<file path="src/rtl/md5_round_ctrl.sv">
// md5_round_ctrl: step sequencer for the 64-step MD5 datapath.
// Host handshake on start/busy/done/err, index-gen handshake per step.
module md5_round_ctrl #(
  parameter int N_STEPS     = 64,
  parameter int RND_TIMEOUT = 16,
  parameter int TW          = 5
) (
  input  logic clk,
  input  logic rst,
  input  logic start,
  input  logic Done_rnd,
  input  logic cout,
  output logic en_m,
  output logic load,
  output logic A_sel,
  output logic B_sel,
  output logic C_sel,
  output logic D_sel,
  output logic en_regs,
  output logic start_rnd,
  output logic shift_en,
  output logic xor_en,
  output logic en_F,
  output logic F_sel,
  output logic en_c,
  output logic busy,
  output logic done,
  output logic err
);

  if ((1 << TW) <= RND_TIMEOUT || N_STEPS < 1)
  begin : g_bad_cfg
    $error("md5_round_ctrl: bad TW/N_STEPS");
  end

  typedef enum logic [2:0] {
    S_IDLE,
    S_LOAD,
    S_RND,
    S_WAIT,
    S_FSTEP,
    S_UPD,
    S_DONE,
    S_ERR
  } state_t;

  localparam logic [TW-1:0] T_LAST =
    TW'(RND_TIMEOUT - 1);

  state_t        state;
  logic [TW-1:0] tcnt;
  logic          init_sel;
  logic          run_en;

  assign A_sel    = init_sel;
  assign B_sel    = init_sel;
  assign C_sel    = init_sel;
  assign D_sel    = init_sel;
  assign shift_en = run_en;
  assign xor_en   = run_en;
  assign F_sel    = 1'b0;

  // Sequencer: next state and the outputs of that state, registered.
  always_ff @(posedge clk or negedge rst) begin
    if (!rst) begin
      state     <= S_IDLE;
      tcnt      <= '0;
      en_m      <= 1'b0;
      load      <= 1'b0;
      init_sel  <= 1'b0;
      en_regs   <= 1'b0;
      start_rnd <= 1'b0;
      run_en    <= 1'b0;
      en_F      <= 1'b0;
      en_c      <= 1'b0;
      busy      <= 1'b0;
      done      <= 1'b0;
      err       <= 1'b0;
    end else begin
      en_m      <= 1'b0;
      load      <= 1'b0;
      init_sel  <= 1'b0;
      en_regs   <= 1'b0;
      start_rnd <= 1'b0;
      run_en    <= 1'b0;
      en_F      <= 1'b0;
      en_c      <= 1'b0;
      busy      <= 1'b0;
      done      <= 1'b0;
      unique case (state)
        S_IDLE: begin
          if (start) begin
            state    <= S_LOAD;
            err      <= 1'b0;
            en_m     <= 1'b1;
            load     <= 1'b1;
            init_sel <= 1'b1;
            en_regs  <= 1'b1;
            busy     <= 1'b1;
          end
        end
        S_LOAD: begin
          state     <= S_RND;
          start_rnd <= 1'b1;
          busy      <= 1'b1;
        end
        S_RND: begin
          state  <= S_WAIT;
          tcnt   <= '0;
          run_en <= 1'b1;
          busy   <= 1'b1;
        end
        S_WAIT: begin
          if (Done_rnd) begin
            state <= S_FSTEP;
            en_F  <= 1'b1;
            busy  <= 1'b1;
          end else if (tcnt == T_LAST) begin
            state <= S_ERR;
            err   <= 1'b1;
          end else begin
            tcnt   <= tcnt + 1'b1;
            run_en <= 1'b1;
            busy   <= 1'b1;
          end
        end
        S_FSTEP: begin
          state   <= S_UPD;
          en_regs <= 1'b1;
          en_c    <= 1'b1;
          busy    <= 1'b1;
        end
        S_UPD: begin
          if (cout) begin
            state <= S_DONE;
            done  <= 1'b1;
          end else begin
            state     <= S_RND;
            start_rnd <= 1'b1;
            busy      <= 1'b1;
          end
        end
        S_DONE: state <= S_IDLE;
        S_ERR:  state <= S_IDLE;
        default: state <= S_IDLE;
      endcase
    end
  end

endmodule
</file>
<file path="config.mk">
export PLATFORM = sky130hd
export DESIGN_NAME = md5_round_ctrl
export DESIGN_NICKNAME = d
export VERILOG_FILES = /design/src/rtl/md5_round_ctrl.sv
export SDC_FILE = /design/constraint.sdc
export NUM_CORES = 1
export LEC_CHECK = 0
export ABC_AREA = 1
export BUFFER_PORTS_ARGS = -buffer_cell sky130_fd_sc_hd__buf_2
export CAP_MARGIN = 10
export CELL_PAD_IN_SITES_DETAIL_PLACEMENT = 2
export CELL_PAD_IN_SITES_GLOBAL_PLACEMENT = 2
export CORE_ASPECT_RATIO = 0.9
export CORE_MARGIN = 5
export CORE_UTILIZATION = 29
export DETAILED_ROUTE_END_ITERATION = 10
export PLACE_DENSITY = 0.77
export SLEW_MARGIN = 20
export SYNTH_ARGS = -nofsm -noshare
export SYNTH_HDL_FRONTEND = slang
export SYNTH_SLANG_ARGS = --single-unit
</file>
<file path="constraint.sdc">
create_clock -name clk -period 1.55 [get_ports clk]
set_input_delay 0.155 -clock clk [delete_from_list [all_inputs] [get_ports clk]]
set_output_delay 0.155 -clock clk [all_outputs]
set_load 0.01 [all_outputs]
</file>
# ---- Yosys cells after proc, flatten, opt, wreduce, memory -nomap -nowiden
# Index checks and enable logic that the tools add are counted.
dict set report totals {
  reg_bits 17
  latch_bits 0
  ram_bits 0
  romBits 0
  in_bits 5
  out_inout_bits 16
  word_cells 60
  mem_count 0
}
dict set report op_classes {
  n_addsub 1
  mul 0
  div 0
  magnitude_cmp 0
  eq_ne 13
  n_shift 0
  mux 27
  bitwise_logic 0
  n_reduce_logical 8
}
# cell count
set op_table {}
lappend op_table {{$pmux 3 s7} 1}
lappend op_table {{$mux 1} 14}
lappend op_table {{$eq 3x3->1 const B} 4}
lappend op_table {{$mux 3} 4}
lappend op_table {{$mux 5} 2}
lappend op_table {{$pmux 5 s2} 1}
lappend op_table {{$ne 2x2->1 const B} 4}
lappend op_table {{$pmux 1 s2} 4}
lappend op_table {{$eq 3x2->1 const B} 2}
lappend op_table {{$add 5x1->5 const B} 1}
lappend op_table {{$eq 5x4->1 const B} 1}
lappend op_table {{$pmux 1 s4} 1}
lappend op_table {{$reduce_and 4->1} 1}
lappend op_table {{$reduce_bool 2->1} 2}
lappend op_table {{$eq 3x1->1 const B} 1}
lappend op_table {{$logic_not 3->1} 1}
lappend op_table {{$ne 3x3->1 const B} 1}
lappend op_table {{$reduce_and 3->1} 1}
lappend op_table {{$reduce_or 3->1} 1}
lappend op_table {{$reduce_and 2->1} 1}
lappend op_table {{$reduce_or 2->1} 1}

# ---- Logic depth before layout (Yosys ltp)
# Gate-level depths: netlist of the first run.
dict set report depth {
  depth_word 4
  depth_mapped 9
  mapped_depth_nobuf 9
}

# ---- Least setup slack after synthesis of the first run
# OpenSTA, ideal clock, no wires.
dict set report synth_timing {
  kind {reg-to-reg}
  startpoint {register tcnt[0]}
  endpoint {register tcnt[0]}
  setup_ns 0.065
  t_arrival_ns 1.317
  t_required_ns 1.485
  path_slack_ns 0.168
  path_stages_with_launch 10
  path_buffers 0
  synth_period_minus_slack_ns 1.382
  path_cell_list {dfrtp_1 > ha_1 > nand2_1 > nor2_1 > ha_1 > nand2_1 > nand3_4 > nor2_4 > nand2_1 > nand2_1}
}
dict set report synth_between {
  elab_chain_len 4
  word_cells_on_any_way 7
  classes_between {1 x add/sub; 2 x eq/ne; 3 x mux; 1 x reduce/logical}
}
# element line_no
set synth_rtl {}
lappend synth_rtl {{start: declaration} 51} ;# logic [TW-1:0] tcnt;
lappend synth_rtl {{start signal: assignment} 122} ;# tcnt <= tcnt + 1'b1;
lappend synth_rtl {{$add 5x1->5} 122}
lappend synth_rtl {{$mux 5} 118} ;# end else if (tcnt == T_LAST) begin
lappend synth_rtl {{$mux 5} 114} ;# if (Done_rnd) begin
lappend synth_rtl {{$pmux 5 s2} 90} ;# unique case (state)
# Several ways; a longest one is shown, not always the timed one. The select of a mux whose other input is x is not followed.
# A chain may end at the register's enable or synchronous reset.

# ---- Worst setup path after layout of the first run
dict set report layout_timing {
  startpoint {register tcnt[1]}
  endpoint {register tcnt[3]}
}
# The elaborated chain is that of the path after synthesis.

==> results of run 1 <==
cells by family (layout without fill, tap and decap cells):
group / count (synthesis) / after routing / synth area share, %
adders and majority gates: 3 / 3 / 4.47
buffers and inverters: 22 / 43 / 13.0
and+or+nand+nor: 48 / 48 / 27.9
AOI/OAI and AO/OA: 6 / 6 / 3.58
DFF: 17 / 17 / 50.7
other: 1 / 1 / 0.447
worst max-delay path, delay by kind of cell, from the launching register on:
kind | cells | cell delay, ps
adder cells (fa/ha/maj) | 2 | 370
AO/OA/AOI/OAI | 1 | 110
AND/OR/NAND/NOR | 4 | 340
buffers and inverters | 1 | 160
flip-flops | 1 | 420
cell usage in the layout, fill, tap and decap left out:
cell type and instances:
a21oi_1 2, buf_2 19, buf_4 4, clkbuf_4 3, clkinv_2 1, conb_1 1, dfrtp_1 17, dlygate4sd3_1 1
ha_1 2, ha_2 1, inv_1 11, inv_2 4, nand2_1 24, nand2_2 3, nand3_1 3, nand3_4 1
nand4_1 3, nor2_1 9, nor2_4 2, nor3_2 1, o21ai_1 4, or2_1 2
power by group:
part	switching, mW	internal [mW]	leakage [nW]
Sequential	0.0926	0.559	0.225
Clock	0.151	0.0960	0.0177
Combinational	0.452	0.254	0.340
area by class of cell:
class	instances	area [µm²]
well taps	40	50.0
flip-flops and latches	17	425
fillers	336	1760
multi-input cells	58	313
clock buffers	3	22.5
repair buffers	24	135
clock inverters	1	5.00
inverters	15	56.3
metal layers:
| metal | vias to the layer above | share of wire [%] |
|---|---|---|
| li1 | 328 | - |
| met1 | 327 | 46 |
| met2 | 16 | 48 |
| met3 | 2 | 5.2 |
| met4 | 0 | 1.3 |
| met5 | - | 0 |
registers in the layout, summed over array words and instances (netlist names):
signal and flops:
A_sel 1, busy 1, done 1, en_F 1
en_c 1, en_regs 1, err 1, shift_en 1
start_rnd 1, state 3, tcnt 5
metrics by stage:
stage          TNS, ps  utilization, %
6_report             0            36.4
5_1_grt          -37.7            36.4
4_1_cts              0            35.3
3_5_place_dp         0            33.9
3_3_place_gp         0            33.9
2_1_floorplan        0               -
repair_timing:
action / CTS / global route
endpoints found under the hold margin: 17 / 0
setup buffers: 0 / 3
hold buffers: 1 / 0
setup endpoints to repair: 0 / 6
gates resized for setup: 0 / 3
path summary, 6_finish.rpt:
kind                              start  endpoint  cells after the start
worst max-delay path            tcnt[1]   tcnt[3]                      8
worst min-delay path              start     A_sel                      3
worst max register to register  tcnt[1]   tcnt[3]                      8
worst min register to register  tcnt[4]   tcnt[4]                      2
max in group asynchronous           rst   tcnt[2]                      2
min in group asynchronous           rst  state[1]                      2
==> summary.md, run 1 <==
| Metric | Value |
|---|---|
| DRC | `0` |
| Max incr delay on CP | `420 ps` |
| EDFF count, synth | `0` |
| Placed Instances | `150` |
| Root buf cell | `clkbuf_4` |
| Yosys warnings | `0` |
| Synth Register Bits | `17` |
| Drt pass-1 iters | `2` |
| Avg Inst Size Synth | `8.66 µm²` |
| Drt wl/cell | `13.4 µm` |
| Tcrit/Tclk final | `95.1%` |
| CP Capture Type | `flip-flop` |
| Initial Utilization | `30.3%` |
| CTS tree | `built` |
| Worst Skew | `0.973 ps` |
| Final antenna-violating net count | `0` |
| Met2 Usage GRT | `22.6%` |
| Placed Area | `940 µm²` |
| Vias in the first global route | `757` |
| Met1 GRT Util | `13.4%` |
| Overall Power | `1.60 mW` |
| Worst path arrival time | `1710 ps` |
| Top cell type's share of synthesized area | `50.7%` |
| Worst reg-to-reg setup slack | `80 ps` |
| Final hold violation count | `0` |
| WP data required | `1780 ps` |
| Die area | `4070 µm²` |
| Vias | `673` |
| Met3 usage | `3.47%` |
| Post-synth cell types | `17` |
| GP Congestion | `0.764` |
| Iter 0 DRT Violations | `5` |
| Largest cells by area after synthesis | `dfrtp_1, nand2_1, buf_4` |
| Crit path kind | `flip-flop to flip-flop` |
| Fmax achieved | `678 MHz` |
| Initial antenna violation count | `0` |
| Dpl ws | `47.6 ps` |
| Clk_lat worst skew | `290 ps` |
| TritonCTS buffer count | `3` |
| Final HPWL DP | `1640 µm` |
| Period minus WS final | `1470 ps` |
| Syn nets | `105` |
| Die Y-Extent | `61.0 µm` |
| Post-synth top cells | `nand2_1, dfrtp_1, inv_1, nor2_1, buf_4` |
| Outcome | `finished clean` |
| Layout cells sized above 1 | `33.1%` |
| CTS H-Tree Depth | `1` |
| CP max stage cell | `dfrtp_1` |
| Most Crowded Layer GR | `met2` |
| Cell row count | `18` |
| Die W | `66.7 µm` |
| Lkg Pwr | `0.583 nW` |
| Mapped Cells | `97` |
| Seq/Total Area, Yosys | `50.7%` |
| All-Layer GR Usage | `12.2%` |
| Maxcap violations | `0` |
| Post-Route WL | `2110 µm` |
| Port buffer count | `19` |
| Vias per Instance | `4.26` |
| Cells along the critical path | `ha_2 -> nand2_2 -> nor2_1 -> ha_1 -> nand2_2 -> nand3_4 -> buf_4 -> o21ai_1` |
| Gr ovfl total | `0` |
| Peak supply drop | `0.626 mV` |
| Ant. Diodes | `0` |
| Main synth FF type | `dfrtp_1` |
| Mapped Area | `840 µm²` |
| Area grow syn2layout | `20.0%` |
| P per Cell Area | `1590 nW/µm²` |
| Biggest area consumer among synthesized cells | `dfrtp_1` |
| Nets | `127` |
| Final instance area | `1010 µm²` |
| Largest net degree at the start of global routing | `18` |
| Clock Path Buffers | `2` |
| Ports | `21` |
| Worst min path class | `input port to flip-flop` |
| Finished Layout Cells | `158` |
| Critical path launch point type | `flip-flop` |
| CTS clk-pin slew, worst paths | `110 ps` |
| CTS Sinks | `17` |
| Final setup viols | `0` |
| Floorplan core area | `2770 µm²` |
| Count leader, synth | `nand2_1` |
| Hold Worst Slack | `135 ps` |
| Final worst slack | `75.4 ps` |
| Asr flop ratio synth | `100%` |
| CP dominant cell by count | `nand2_2` |
| First-pass GRT wire length | `3590 µm` |
| Worst-path fanout max | `8` |
| Final Slew Violations | `0` |
(Power assumes the default switching activity.)
==> inputs of run 2 (changes only) <==
- BUFFER_PORTS_ARGS: -buffer_cell sky130_fd_sc_hd__buf_2 -> not set
- CORE_UTILIZATION: 29 -> 30
- DONT_BUFFER_PORTS: not set -> 1
- PLACE_DENSITY: 0.77 -> 0.68
- REMOVE_ABC_BUFFERS: not set -> 1
==> summary.md, run 2 (same netlist as run 1, synthesis figures left out) <==
| Metric | Value |
|---|---|
| Slew headroom | `47.4%` |
| Critical path launch point type | `flip-flop (unchanged)` |
| Post-Route WL | `1850 µm (was 2110 µm)` |
| Placed Area | `845 µm² (was 940 µm²)` |
| R2R Path End | `tcnt[0] (was tcnt[3])` |
| Final worst slack | `80.4 ps (was 75.4 ps)` |
| Max incr delay on CP | `400 ps (was 420 ps)` |
| Period minus WS final | `1470 ps (about the same)` |
| Initial antenna violation count | `0 (unchanged)` |
| Worst reg-to-reg setup slack | `80 ps (about the same)` |
| P per Cell Area | `1570 nW/µm² (was 1590 nW/µm²)` |
| Cells along the critical path | `ha_2 -> nand2_2 -> nor2_2 -> ha_1 -> nand2_2 -> nand3_4 -> nor2_4 -> nand2_1 -> nand2_1 (was ha_2 -> nand2_2 -> nor2_1 -> ha_1 -> nand2_2 -> nand3_4 -> buf_4 -> o21ai_1)` |
| Final HPWL DP | `1400 µm (was 1640 µm)` |
| Worst min path class | `input port to flip-flop (unchanged)` |
| Worst path arrival time | `1700 ps (was 1710 ps)` |
| Met1 GRT Util | `13.4% (about the same)` |
| Peak supply drop | `0.495 mV (was 0.626 mV)` |
| Gr ovfl total | `0 (unchanged)` |
| Die W | `65.8 µm (was 66.7 µm)` |
| Iter 0 DRT Violations | `16 (was 5)` |
| Final hold violation count | `0 (unchanged)` |
| Nets | `109 (was 127)` |
| Worst setup path endpoint | `tcnt[0] (was tcnt[3])` |
| Outcome | `finished clean (unchanged)` |
| Biggest regs | `tcnt (5), state (3) (unchanged)` |
| Met3 usage | `4.70% (was 3.47%)` |
| Clock Path Buffers | `2 (unchanged)` |
| Ant. Diodes | `0 (unchanged)` |
| Port buffer count | `0 (was 19)` |
| Lkg Pwr | `0.495 nW (was 0.583 nW)` |
| Drt pass-1 iters | `3 (was 2)` |
| Largest net degree at the start of global routing | `18 (unchanged)` |
| Die Y-Extent | `60.2 µm (was 61.0 µm)` |
| Worst Skew | `14.0 ps (was 0.973 ps)` |
| Crit path from | `tcnt[0] (was tcnt[1])` |
| DRC | `0 (unchanged)` |
| Vias per Instance | `4.19 (was 4.26)` |
| CP Capture Type | `flip-flop (unchanged)` |
| Biggest register | `tcnt (unchanged)` |
| CTS H-Tree Depth | `1 (unchanged)` |
| Ports | `21 (unchanged)` |
| Hold Worst Slack | `8.22 ps (was 135 ps)` |
| Final antenna-violating net count | `0 (unchanged)` |
| WP data required | `1780 ps (about the same)` |
| Initial Utilization | `30.8% (was 30.3%)` |
| Vias in the first global route | `664 (was 757)` |
| Setup TNS | `0 ps (unchanged)` |
| GP Congestion | `0.688 (was 0.764)` |
| Worst r2r src | `tcnt[0] (was tcnt[1])` |
| Worst-margin pin slew | `787 ps` |
| Worst-path fanout max | `8 (unchanged)` |
| Final setup viols | `0 (unchanged)` |
| Most common cell after layout, fill and taps aside | `nand2_1 (unchanged)` |
| Cell row count | `18 (unchanged)` |
| TritonCTS buffer count | `3 (unchanged)` |
| Most Crowded Layer GR | `met2 (unchanged)` |
| Final instance area | `927 µm² (was 1010 µm²)` |
| All-Layer GR Usage | `10.7% (was 12.2%)` |
| Layout cells sized above 1 | `20.0% (was 33.1%)` |
| Clk_lat worst skew | `300 ps (was 290 ps)` |
| Tcrit/Tclk final | `94.8% (was 95.1%)` |
| CTS Sinks | `17 (unchanged)` |
| Most frequent cells in the layout | `nand2_1, dfrtp_1, inv_1 (was nand2_1, buf_2, dfrtp_1)` |
| CTS clk-pin slew, worst paths | `110 ps (about the same)` |
| First-pass GRT wire length | `3130 µm (was 3590 µm)` |
| CP max stage cell | `dfrtp_1 (unchanged)` |
| CTS tree | `built (unchanged)` |
| Maxcap violations | `0 (unchanged)` |
| Root buf cell | `clkbuf_4 (unchanged)` |
| Dpl ws | `-3.73 ps (was 47.6 ps)` |
| Met2 Usage GRT | `16.9% (was 22.6%)` |
| Vias | `587 (was 673)` |
| Area grow syn2layout | `10.4% (was 20.0%)` |
| Crit path kind | `flip-flop to flip-flop (unchanged)` |
| Drt wl/cell | `13.2 µm (was 13.4 µm)` |
| R2R depth | `9 (was 8)` |
| Floorplan core area | `2730 µm² (was 2770 µm²)` |
| Number of flip-flops in the largest register | `5 (unchanged)` |
| Fmax achieved | `680 MHz (was 678 MHz)` |
| Final Slew Violations | `0 (unchanged)` |
| Die area | `3960 µm² (was 4070 µm²)` |
| Fin util | `34.0% (was 36.4%)` |
==> run 2: area by class of cell <==
cell class	instances	area [µm²]
multi-input combinational	58	315
fill	307	1800
clock buffer	3	22.5
timing repair buffer	6	52.6
tap	40	50.0
clock inverter	1	5.00
inverter	15	56.3
sequential	17	425
==> run 2: stage by stage <==
step                std cells  total power [mW]
floorplan                  90              1.06
global placement          131              1.18
detailed placement        131              1.20
CTS                       139              1.47
global route              140              1.59
finish                    140              1.46
==> run 2: critical path, delay by kind of cell, from the launching register on <==
| family | cells | cell delay, ps |
|---|---|---|
| fa+ha+maj | 2 | 400 |
| simple gates | 7 | 620 |
| flops | 1 | 400 |
==> run 2: report_power, final <==
group          leakage, nW  internal, mW  switching [mW]
combinational        0.252         0.165           0.332
clock               0.0177        0.0960           0.143
sequential           0.225         0.560           0.161
total                0.495         0.821           0.636
==> run 2: per-layer routing <==
layer | part of all wire [%] | vias up
met2 | 47 | 13
li1 | - | 293
met5 | 0 | -
met4 | 0.92 | 0
met3 | 6.1 | 2
met1 | 46 | 279
==> run 2: how the worst min path moves through the flow <==
stage / depth (start not counted) / from / end
finish: 2 / start / en_regs
global route: 2 / start / en_regs
CTS: 2 / start / en_regs
detailed placement: 0 / rst / A_sel
global placement: 0 / rst / en_regs
floorplan: 0 / rst / A_sel
==> run 2: timing repair <==
action | in CTS | in global routing
hold buffers | 3 | 0
resized for setup | 1 | 3
hold endpoints to repair | 20 | 0
buffers inserted | 1 | 1
setup endpoints to repair | 3 | 4
pin swaps | 0 | 2
==> inputs of run 3 (changes only) <==
==> constraint.sdc (replaced) <==
create_clock -name clk -period 1.55 [get_ports clk]
set_input_delay 0.0775 -clock clk [delete_from_list [all_inputs] [get_ports clk]]
set_output_delay 0.0775 -clock clk [all_outputs]
set_load 0.01 [all_outputs]
==> summary.md, run 3 (same netlist as run 1, synthesis figures left out) <==
| Metric | Value |
|---|---|
| Hold Crit Depth | `3 (was 2)` |
| Floorplan core area | `2730 µm² (unchanged)` |
| Root buf cell | `clkbuf_4 (unchanged)` |
| Biggest regs | `tcnt (5), state (3) (unchanged)` |
| Final setup viols | `0 (unchanged)` |
| Critical path launch point type | `flip-flop (unchanged)` |
| Most common cell after layout, fill and taps aside | `nand2_1 (unchanged)` |
| Worst r2r src | `tcnt[0] (unchanged)` |
| Drt pass-1 iters | `3 (unchanged)` |
| Final hold violation count | `0 (unchanged)` |
| Placed Instances | `131 (unchanged)` |
| First-pass GRT wire length | `3150 µm (was 3130 µm)` |
| Worst Skew | `11.8 ps (was 14.0 ps)` |
| CTS clk-pin slew, worst paths | `110 ps (about the same)` |
| Layout cells sized above 1 | `19.8% (was 20.0%)` |
| WHS Endpoint | `state[0] (was en_regs)` |
| Worst path arrival time | `1710 ps (was 1700 ps)` |
| Initial Utilization | `30.8% (unchanged)` |
| Final HPWL DP | `1400 µm (unchanged)` |
| All-Layer GR Usage | `10.7% (about the same)` |
| Die W | `65.8 µm (unchanged)` |
| Maxcap violations | `0 (unchanged)` |
| CP max stage cell | `dfrtp_1 (unchanged)` |
| Ports | `21 (unchanged)` |
| Iter 0 DRT Violations | `6 (was 16)` |
| Area grow syn2layout | `11.6% (was 10.4%)` |
| Crit path kind | `flip-flop to flip-flop (unchanged)` |
| GP Congestion | `0.688 (unchanged)` |
| Largest net degree at the start of global routing | `18 (unchanged)` |
| Drt wl/cell | `13.1 µm (was 13.2 µm)` |
| Vias | `598 (was 587)` |
| Slew headroom | `47.2% (was 47.4%)` |
| Finished Layout Cells | `141 (was 140)` |
| Most frequent cells in the layout | `nand2_1, dfrtp_1, inv_1 (unchanged)` |
| Met1 GRT Util | `13.5% (was 13.4%)` |
| Port buffer count | `0 (unchanged)` |
| Met2 Usage GRT | `17.1% (was 16.9%)` |
| Number of flip-flops in the largest register | `5 (unchanged)` |
| Nets | `110 (was 109)` |
| Fmax achieved | `679 MHz (was 680 MHz)` |
| DRC | `0 (unchanged)` |
| Gr ovfl total | `0 (unchanged)` |
| Met3 usage | `4.32% (was 4.70%)` |
| CTS Sinks | `17 (unchanged)` |
| Max incr delay on CP | `400 ps (about the same)` |
| CP Capture Type | `flip-flop (unchanged)` |
| Vias per Instance | `4.24 (was 4.19)` |
| TritonCTS buffer count | `3 (unchanged)` |
| CTS H-Tree Depth | `1 (unchanged)` |
| Period minus WS final | `1470 ps (about the same)` |
| Most Crowded Layer GR | `met2 (unchanged)` |
| Die area | `3960 µm² (unchanged)` |
| Final antenna-violating net count | `0 (unchanged)` |
| Tcrit/Tclk final | `95.0% (was 94.8%)` |
| Biggest register | `tcnt (unchanged)` |
| Ant. Diodes | `0 (unchanged)` |
| Fin util | `34.4% (was 34.0%)` |
| Die Y-Extent | `60.2 µm (unchanged)` |
| Worst-path fanout max | `8 (unchanged)` |
| Clk_lat worst skew | `300 ps (about the same)` |
| Post-Route WL | `1850 µm (unchanged)` |
| Vias in the first global route | `682 (was 664)` |
| WP data required | `1780 ps (about the same)` |
| Worst-margin pin slew | `789 ps (was 787 ps)` |
| Peak supply drop | `0.504 mV (was 0.495 mV)` |
| Final Slew Violations | `0 (unchanged)` |
| R2R depth | `9 (unchanged)` |
| P per Cell Area | `1560 nW/µm² (was 1570 nW/µm²)` |
| HP Start | `Done_rnd (was start)` |
| CTS tree | `built (unchanged)` |
| Worst reg-to-reg setup slack | `80 ps (about the same)` |
| Worst min path class | `input port to flip-flop (unchanged)` |
| Layout fillers | `306 (was 307)` |
| Lkg Pwr | `0.499 nW (was 0.495 nW)` |
| Outcome | `finished clean (unchanged)` |
| Clock Path Buffers | `2 (unchanged)` |
| Cell row count | `18 (unchanged)` |
| Initial antenna violation count | `0 (unchanged)` |
| Cells along the critical path | `ha_2 -> nand2_2 -> nor2_2 -> ha_1 -> nand2_2 -> nand3_4 -> nor2_4 -> nand2_1 -> nand2_1 (unchanged)` |
| R2R Path End | `tcnt[0] (unchanged)` |
## run 3: worst max-delay path: cells and delay by family, from the launching register on
kind / cells / cell delay, ps
DFF: 1 / 400
adders and majority gates: 2 / 400
and+or+nand+nor: 7 / 620
## run 3: worst max path at each step
stage               startpoint      end  slack [ps]
floorplan              tcnt[0]  tcnt[0]         170
CTS                    tcnt[0]  tcnt[0]          20
global placement       tcnt[1]  tcnt[1]          80
finish                 tcnt[0]  tcnt[0]          80
detailed placement     tcnt[1]  tcnt[0]          -4
global route           tcnt[0]  tcnt[1]         -10
## run 3: area by class of cell
cell class / instances / area [µm²] / area share, %
Multi-Input combinational cell: 58 / 315 / 33.6
Clock inverter: 1 / 5.00 / 0.534
Clock buffer: 3 / 22.5 / 2.40
Timing Repair Buffer: 7 / 62.6 / 6.68
Sequential cell: 17 / 425 / 45.4
Tap cell: 40 / 50.0 / 5.34
Inverter: 15 / 56.3 / 6.01
## run 3: power breakdown
group / switching [mW] / leakage, nW / total [mW] / internal (mW)
logic: 0.334 / 0.256 / 0.501 / 0.167
registers: 0.161 / 0.225 / 0.720 / 0.560
clock network: 0.146 / 0.0177 / 0.242 / 0.0961
total: 0.641 / 0.499 / 1.46 / 0.822
## run 3: what timing repair did
action,in CTS,in global routing
hold buffers,4,0
pin swaps,0,2
endpoints found under the setup margin,3,4
endpoints found under the hold margin,26,0
cloned,0,0
resized for setup,1,3
setup buffers,1,1
## run 3: routing by layer
metal  wire length [µm]  share of wire, %
met5                  0                 0
met4                 17              0.92
met3                100               5.4
met2                870                47
met1                858                47
## run 3: metrics by stage
stage          area, µm²  setup TNS [ps]  total power [mW]  setup slack [ps]  hold WS (ps)
4_1_cts              922               0              1.48              24.1          3.03
5_1_grt              937           -27.9              1.59             -13.8          17.1
3_5_place_dp         845           -5.62              1.20             -3.73          -218
2_1_floorplan        787               0              1.06               168          -218
6_report             937               0              1.46              77.7          15.2
3_3_place_gp         845               0              1.18              77.7          -218
